==> src/rtl/layer_pkg.sv <==
// ============================================================================
//  Module      : layer_pkg
//  Description : Shared layer parameters, pixel type and pooling FSM states.
//  Revision    : 1.0 - initial release
// ============================================================================
`default_nettype none

package layer_pkg;

    localparam int IMG_W_DEF = 32;
    localparam int IMG_H_DEF = 32;
    localparam int DW        = 8;

    typedef logic signed [DW-1:0] pixel_t;

    typedef enum logic [0:0] {
        IDLE = 1'b0,
        RUN  = 1'b1
    } state_t;

endpackage : layer_pkg

`default_nettype wire

==> src/rtl/pool_linebuf.sv <==
// ============================================================================
//  Module      : pool_linebuf
//  Description : Half-row line buffer of horizontal maxima; one write port and
//                one combinational read port sharing a single address.
//  Revision    : 1.0 - initial release
// ============================================================================
`default_nettype none

module pool_linebuf #(
    parameter int DEPTH = 16,
    parameter int DW    = 8,
    parameter int AW    = 4
) (
    input  logic          clk,
    input  logic          we_i,
    input  logic [AW-1:0] addr_i,
    input  logic [DW-1:0] wdata_i,
    output logic [DW-1:0] rdata_o
);

    logic [DW-1:0] mem_q [DEPTH];

    // Contents are always written on an even row before being read on the
    // following odd row, so no reset is needed.
    always_ff @(posedge clk) begin
        if (we_i) begin
            mem_q[addr_i] <= wdata_i;
        end
    end

    assign rdata_o = mem_q[addr_i];

endmodule : pool_linebuf

`default_nettype wire

==> src/rtl/pool2x2_stage.sv <==
// ============================================================================
//  Module      : pool2x2_stage
//  Description : Stride-2 2x2 signed max-pool over a raster pixel stream.
//  Revision    : 1.0 - initial release
// ============================================================================
`default_nettype none

module pool2x2_stage
    import layer_pkg::*;
#(
    parameter int IMG_W = layer_pkg::IMG_W_DEF,
    parameter int IMG_H = layer_pkg::IMG_H_DEF,
    parameter int DW    = layer_pkg::DW
) (
    input  logic          clk,
    input  logic          rstn,
    input  logic          iStart,
    input  logic          iVld,
    input  logic [DW-1:0] iDin,
    output logic          oVld,
    output logic [DW-1:0] oDout,
    output logic          oFrameDone,
    output logic          oBusy
);

    localparam int CW    = (IMG_W > 1) ? $clog2(IMG_W) : 1;
    localparam int RW    = (IMG_H > 1) ? $clog2(IMG_H) : 1;
    localparam int DEPTH = IMG_W / 2;
    localparam int AW    = (DEPTH > 1) ? $clog2(DEPTH) : 1;

    localparam logic [CW-1:0] C_LAST_COL = CW'(IMG_W - 1);
    localparam logic [RW-1:0] C_LAST_ROW = RW'(IMG_H - 1);

    function automatic logic [DW-1:0] smax(input logic [DW-1:0] a,
                                           input logic [DW-1:0] b);
        return ($signed(a) > $signed(b)) ? a : b;
    endfunction

    state_t        state_q, state_d;
    logic [CW-1:0] col_q,   col_d;
    logic [RW-1:0] row_q,   row_d;
    logic [DW-1:0] hold_q,  hold_d;
    logic          vld_q,   vld_d;
    logic [DW-1:0] dout_q,  dout_d;
    logic          done_q,  done_d;

    logic          w_accept;
    logic [DW-1:0] w_hmax;
    logic [DW-1:0] w_lb_rd;
    logic          w_lb_we;
    logic [AW-1:0] w_lb_addr;

    // A start pulse outranks a coincident pixel, which is simply dropped.
    assign w_accept  = iVld && (state_q == RUN) && !iStart;
    assign w_hmax    = smax(hold_q, iDin);
    assign w_lb_addr = AW'(col_q >> 1);

    pool_linebuf #(
        .DEPTH (DEPTH),
        .DW    (DW),
        .AW    (AW)
    ) u_linebuf (
        .clk     (clk),
        .we_i    (w_lb_we),
        .addr_i  (w_lb_addr),
        .wdata_i (w_hmax),
        .rdata_o (w_lb_rd)
    );

    always_comb begin
        state_d = state_q;
        col_d   = col_q;
        row_d   = row_q;
        hold_d  = hold_q;
        vld_d   = 1'b0;
        dout_d  = dout_q;
        done_d  = 1'b0;
        w_lb_we = 1'b0;

        case (state_q)
            IDLE: begin
                if (iStart) begin
                    state_d = RUN;
                    col_d   = '0;
                    row_d   = '0;
                end
            end
            RUN: begin
                if (iStart) begin
                    col_d = '0;
                    row_d = '0;
                end else if (w_accept) begin
                    if (!col_q[0]) begin
                        hold_d = iDin;
                    end else if (!row_q[0]) begin
                        w_lb_we = 1'b1;
                    end else begin
                        vld_d  = 1'b1;
                        dout_d = smax(w_lb_rd, w_hmax);
                    end

                    if (col_q == C_LAST_COL) begin
                        col_d = '0;
                        if (row_q == C_LAST_ROW) begin
                            row_d   = '0;
                            state_d = IDLE;
                            done_d  = 1'b1;
                        end else begin
                            row_d = row_q + RW'(1);
                        end
                    end else begin
                        col_d = col_q + CW'(1);
                    end
                end
            end
            default: begin
                state_d = IDLE;
            end
        endcase
    end

    always_ff @(posedge clk or negedge rstn) begin
        if (!rstn) begin
            state_q <= IDLE;
            col_q   <= '0;
            row_q   <= '0;
            hold_q  <= '0;
            vld_q   <= 1'b0;
            dout_q  <= '0;
            done_q  <= 1'b0;
        end else begin
            state_q <= state_d;
            col_q   <= col_d;
            row_q   <= row_d;
            hold_q  <= hold_d;
            vld_q   <= vld_d;
            dout_q  <= dout_d;
            done_q  <= done_d;
        end
    end

    assign oVld       = vld_q;
    assign oDout      = dout_q;
    assign oFrameDone = done_q;
    assign oBusy      = (state_q == RUN);

endmodule : pool2x2_stage

`default_nettype wire

==> config.mk <==
export PLATFORM = sky130hd
export DESIGN_NAME = pool2x2_stage
export DESIGN_NICKNAME = d
export VERILOG_FILES = /design/src/rtl/layer_pkg.sv /design/src/rtl/pool_linebuf.sv /design/src/rtl/pool2x2_stage.sv
export SDC_FILE = /design/constraint.sdc
export NUM_CORES = 1
export LEC_CHECK = 0
export ABC_AREA = 0
export BUFFER_PORTS_ARGS = -buffer_cell sky130_fd_sc_hd__buf_4
export CORE_ASPECT_RATIO = 1.2
export CORE_MARGIN = 5
export CORE_UTILIZATION = 34
export DETAILED_ROUTE_END_ITERATION = 6
export PLACE_DENSITY = 0.54
export SLEW_MARGIN = 20
export SYNTH_ARGS = -nofsm -noshare
export SYNTH_HDL_FRONTEND = slang
export SYNTH_SLANG_ARGS = --single-unit
==> constraint.sdc <==
create_clock -name clk -period 7.45 [get_ports clk]
set_input_delay 0.3725 -clock clk [delete_from_list [all_inputs] [get_ports clk]]
set_output_delay 0.3725 -clock clk [all_outputs]
set_load 0.02 [all_outputs]
==> results by group <==
Final layout
  • Layout Utilization: 0.394
  • Antenna Cells: 0
  • Proportion of layout cells with a drive suffix above 1: 0.227
  • Post-route design area: 0.00798 sq mm
  • Number of nets in the layout: 500
  • Area growth syn-to-layout: 14.4%

STA
  • Final setup TNS: 0 ps
  • Final period utilization: 0.536
  • Max Slew Vio Count: 0
  • Final Hold Vio Count: 0
  • Slew HR: 0.431
  • RSZ-0062 raised after global routing: no
  • Max Freq: 250 MHz
  • Layout Skew: 9.32 ps
  • Min Hold Slack: 200 ps
  • Final setup violation count: 0
  • Worst Tran Pin Value: 851 ps
  • Tmin final: 3990 ps

Power and ir drop
  • Pleak: 0.00281 uW
  • Power Total: 2230 uW
  • Power per cell area: 280 mW/mm^2
  • Max VDD drop: 0.000139 V

Yosys
  • Top post-synthesis cells by area: edfxtp_1, dfrtp_1, mux4_2
  • Distinct cells, synth: 47
  • Most used DFF post-synth: edfxtp_1
  • Syn_nets: 476
  • Synth Area per Inst: 15.7 sq um
  • Cell accounting for the most synthesized area: edfxtp_1
  • Post-Syn Instances: 444
  • Post-synthesis sequential area ratio: 0.655
  • Post-synth EDFFs: 128
  • Post-synth top area share: 0.551
  • Synthesized area: 0.00698 sq mm
  • Yosys warnings: 0
  • Ys async rst share: 0.185
  • Seq cells post-synth: 157

Setup path
  • Largest delay contributor family on the critical path: simple AND/OR/NAND/NOR gates
  • Reg2Reg Setup Slack: 3460 ps
  • Critical path endpoint category: flip-flop
  • Worst R2R Path Depth: 12
  • Crit-path slowest cell: ha_1
  • Worst EP required: 7730 ps
  • Crit Reg-Reg Startpoint: hold_q[7]
  • CP arrival: 4270 ps
  • Worst flop-to-flop path endpoint: oDout[2]
  • Critical-path cell list: ha_1 > and4_1 > o2111ai_2 > nand3_2 > mux2_1 > and2_1 > ha_1 > or3b_1 > a211o_1 > o211ai_1 > and2_1 > a31oi_1
  • Critical path's largest stage delay: 520 ps
  • Type of origin of the critical path: flip-flop
  • Setup CP Type: flip-flop to flip-flop
  • Crit path max fanout: 16
  • Buf/Inv on CP: 0

Clock tree
  • Clk slew on worst S/H paths: 60 ps
  • Worst-Skew Late Latency: 420 ps
  • CTS root buf: clkbuf_16
  • CTS tree: done
  • H-Tree Depth: 4
  • Max clock buf depth: 2
  • CTS buffer count: 17
  • Sink Count: 157
  • Cts repair resizes: 0

Route
  • Vias post-DR: 3869
  • Initial DRC Count: 248
  • Post-route DRC: 0
  • Via-to-Cell Ratio: 5.19
  • Routed wire length: 14600 um
  • Post-detailed-route count of antenna-violating nets: 0
  • Per-cell routed wire length: 19.5 um
  • Drt first pass iters: 6

Worst hold path
  • HP Start: iDin[0]
  • Worst hold endpoint: hold_q[0]
  • Hold path depth: 3
  • Hold crit path type: input port to flip-flop

Placed design
  • Placed Area: 0.00739 sq mm
  • Final Wtd Congestion: 0.778
  • Port buffer count: 22
  • Post-DP HPWL: 9560 um

Floorplan
  • Initial Util: 0.344
  • DIE WIDTH: 141 um
  • Boundary pin count: 23
  • Std cell rows: 57
  • Core Area: 0.0203 sq mm
  • Die Span Y: 167 um
  • Die area: 0.0235 sq mm

Global routing
  • Initial antenna violation count: 0
  • Gr ovfl total: 0
  • First-pass GRT wire length: 22900 um
  • Largest net degree at the start of global routing: 42
  • Total GRT Usage: 0.128
  • Vias in the first global route: 4013

Job
  • Max-cap violations: 0

Run status
  • Status: finished, final reports clean
[placed cells by master, fill, tap and decap left out, types with 3 or more instances in the layout]
master	synthesis	routed
clkbuf_16	0	17
and3_1	4	4
nand4_1	3	3
mux4_2	32	32
nor2_1	22	22
mux2_2	13	13
or4_1	3	3
nor3_1	6	6
ha_1	20	20
nand3_1	21	21
nand2_1	29	29
inv_1	10	10
nand2b_1	4	4
buf_4	4	28
a21oi_1	7	7
o211ai_1	9	9
o21ai_0	5	5
nor2b_1	5	5
a22oi_1	14	14
inv_8	0	3
dfrtp_1	29	28
o22ai_1	7	7
nand3b_1	8	8
edfxtp_1	128	128
a31oi_1	9	9
and2_1	9	9
a21o_1	3	3
inv_6	0	5
[worst min-delay path, stage by stage]
cell and delay, ps:
buf_4 100, nand2_1 40, o21ai_0 60
[worst max path at each step]
stage,from,to,slack (ps),depth (start not counted)
finish,hold_q[7],oDout[2],3460,12
global route,hold_q[7],oDout[2],3180,12
CTS,hold_q[7],oDout[2],3460,12
detailed placement,iDin[7],oDout[2],3370,14
global placement,iDin[7],oDout[2],3480,14
floorplan,iDin[5],oDout[1],3980,15
[sequential cells by signal, summed over array words and instances (netlist names)]
register,flops
col_q,5
hold_q,8
oBusy,1
oDout,8
oFrameDone,1
oVld,1
row_q,5
u_linebuf.mem_q,128
[metrics by stage]
stage,worst slack [ps],instances
floorplan,3980,444
global placement,3480,713
detailed placement,3370,713
CTS,3460,746
global route,3180,746
finish,3460,746
[synth_stat cells (3+ instances only)]
library cell,n
a22oi_1,14
nand4_1,3
nand2b_1,4
nor2_1,22
nor2b_1,5
dfrtp_1,29
o211ai_1,9
edfxtp_1,128
buf_2,8
a21o_1,3
nor3_1,6
o21ai_0,5
clkbuf_1,8
and2_1,9
nand2_1,29
nand3_1,21
ha_1,20
o22ai_1,7
mux4_2,32
a21oi_1,7
or4_1,3
and3_1,4
nand3b_1,8
inv_1,10
a31oi_1,9
mux2_2,13
buf_4,4
[kinds of logic (layout without fill, tap and decap cells)]
kind of cell    count (synthesis)  count (layout)  synth area share
compound gates                 65              65            0.0685
flops                         157             157             0.655
mux                            47              47             0.128
fa+ha+maj                      20              20            0.0359
buf+inv                        34              71            0.0240
simple gates                  121             121            0.0891
[where the power goes]
part | internal, uW | switching, uW
Clock | 503 | 369
Combinational | 99.3 | 210
Sequential | 1040 | 10.3
Total | 1640 | 589
[layout make-up]
type	count	area, sq um
Fill cell	1890	12300
Sequential cell	157	4570
Multi-Input combinational cell	253	2240
Clock buffer	19	433
Tap cell	265	332
Timing Repair Buffer	29	220
Clock inverter	13	151
Inverter	10	37.5
[layer usage]
layer / global-route usage / share of wire / vias to the layer above
met5: 0 / 0 / -
li1: - / - / 1811
met4: 0.0438 / 0.012 / 0
met3: 0.0278 / 0.045 / 12
met1: 0.163 / 0.43 / 1969
met2: 0.216 / 0.51 / 77
[timing repair]
| item | 4_1_cts | 5_1_grt |
|---|---|---|
| setup buffers | 0 | 0 |
| hold endpoints to repair | 29 | 0 |
| hold buffers | 1 | 0 |
| endpoints found under the setup margin | 0 | 0 |
(Power assumes the default switching activity.)
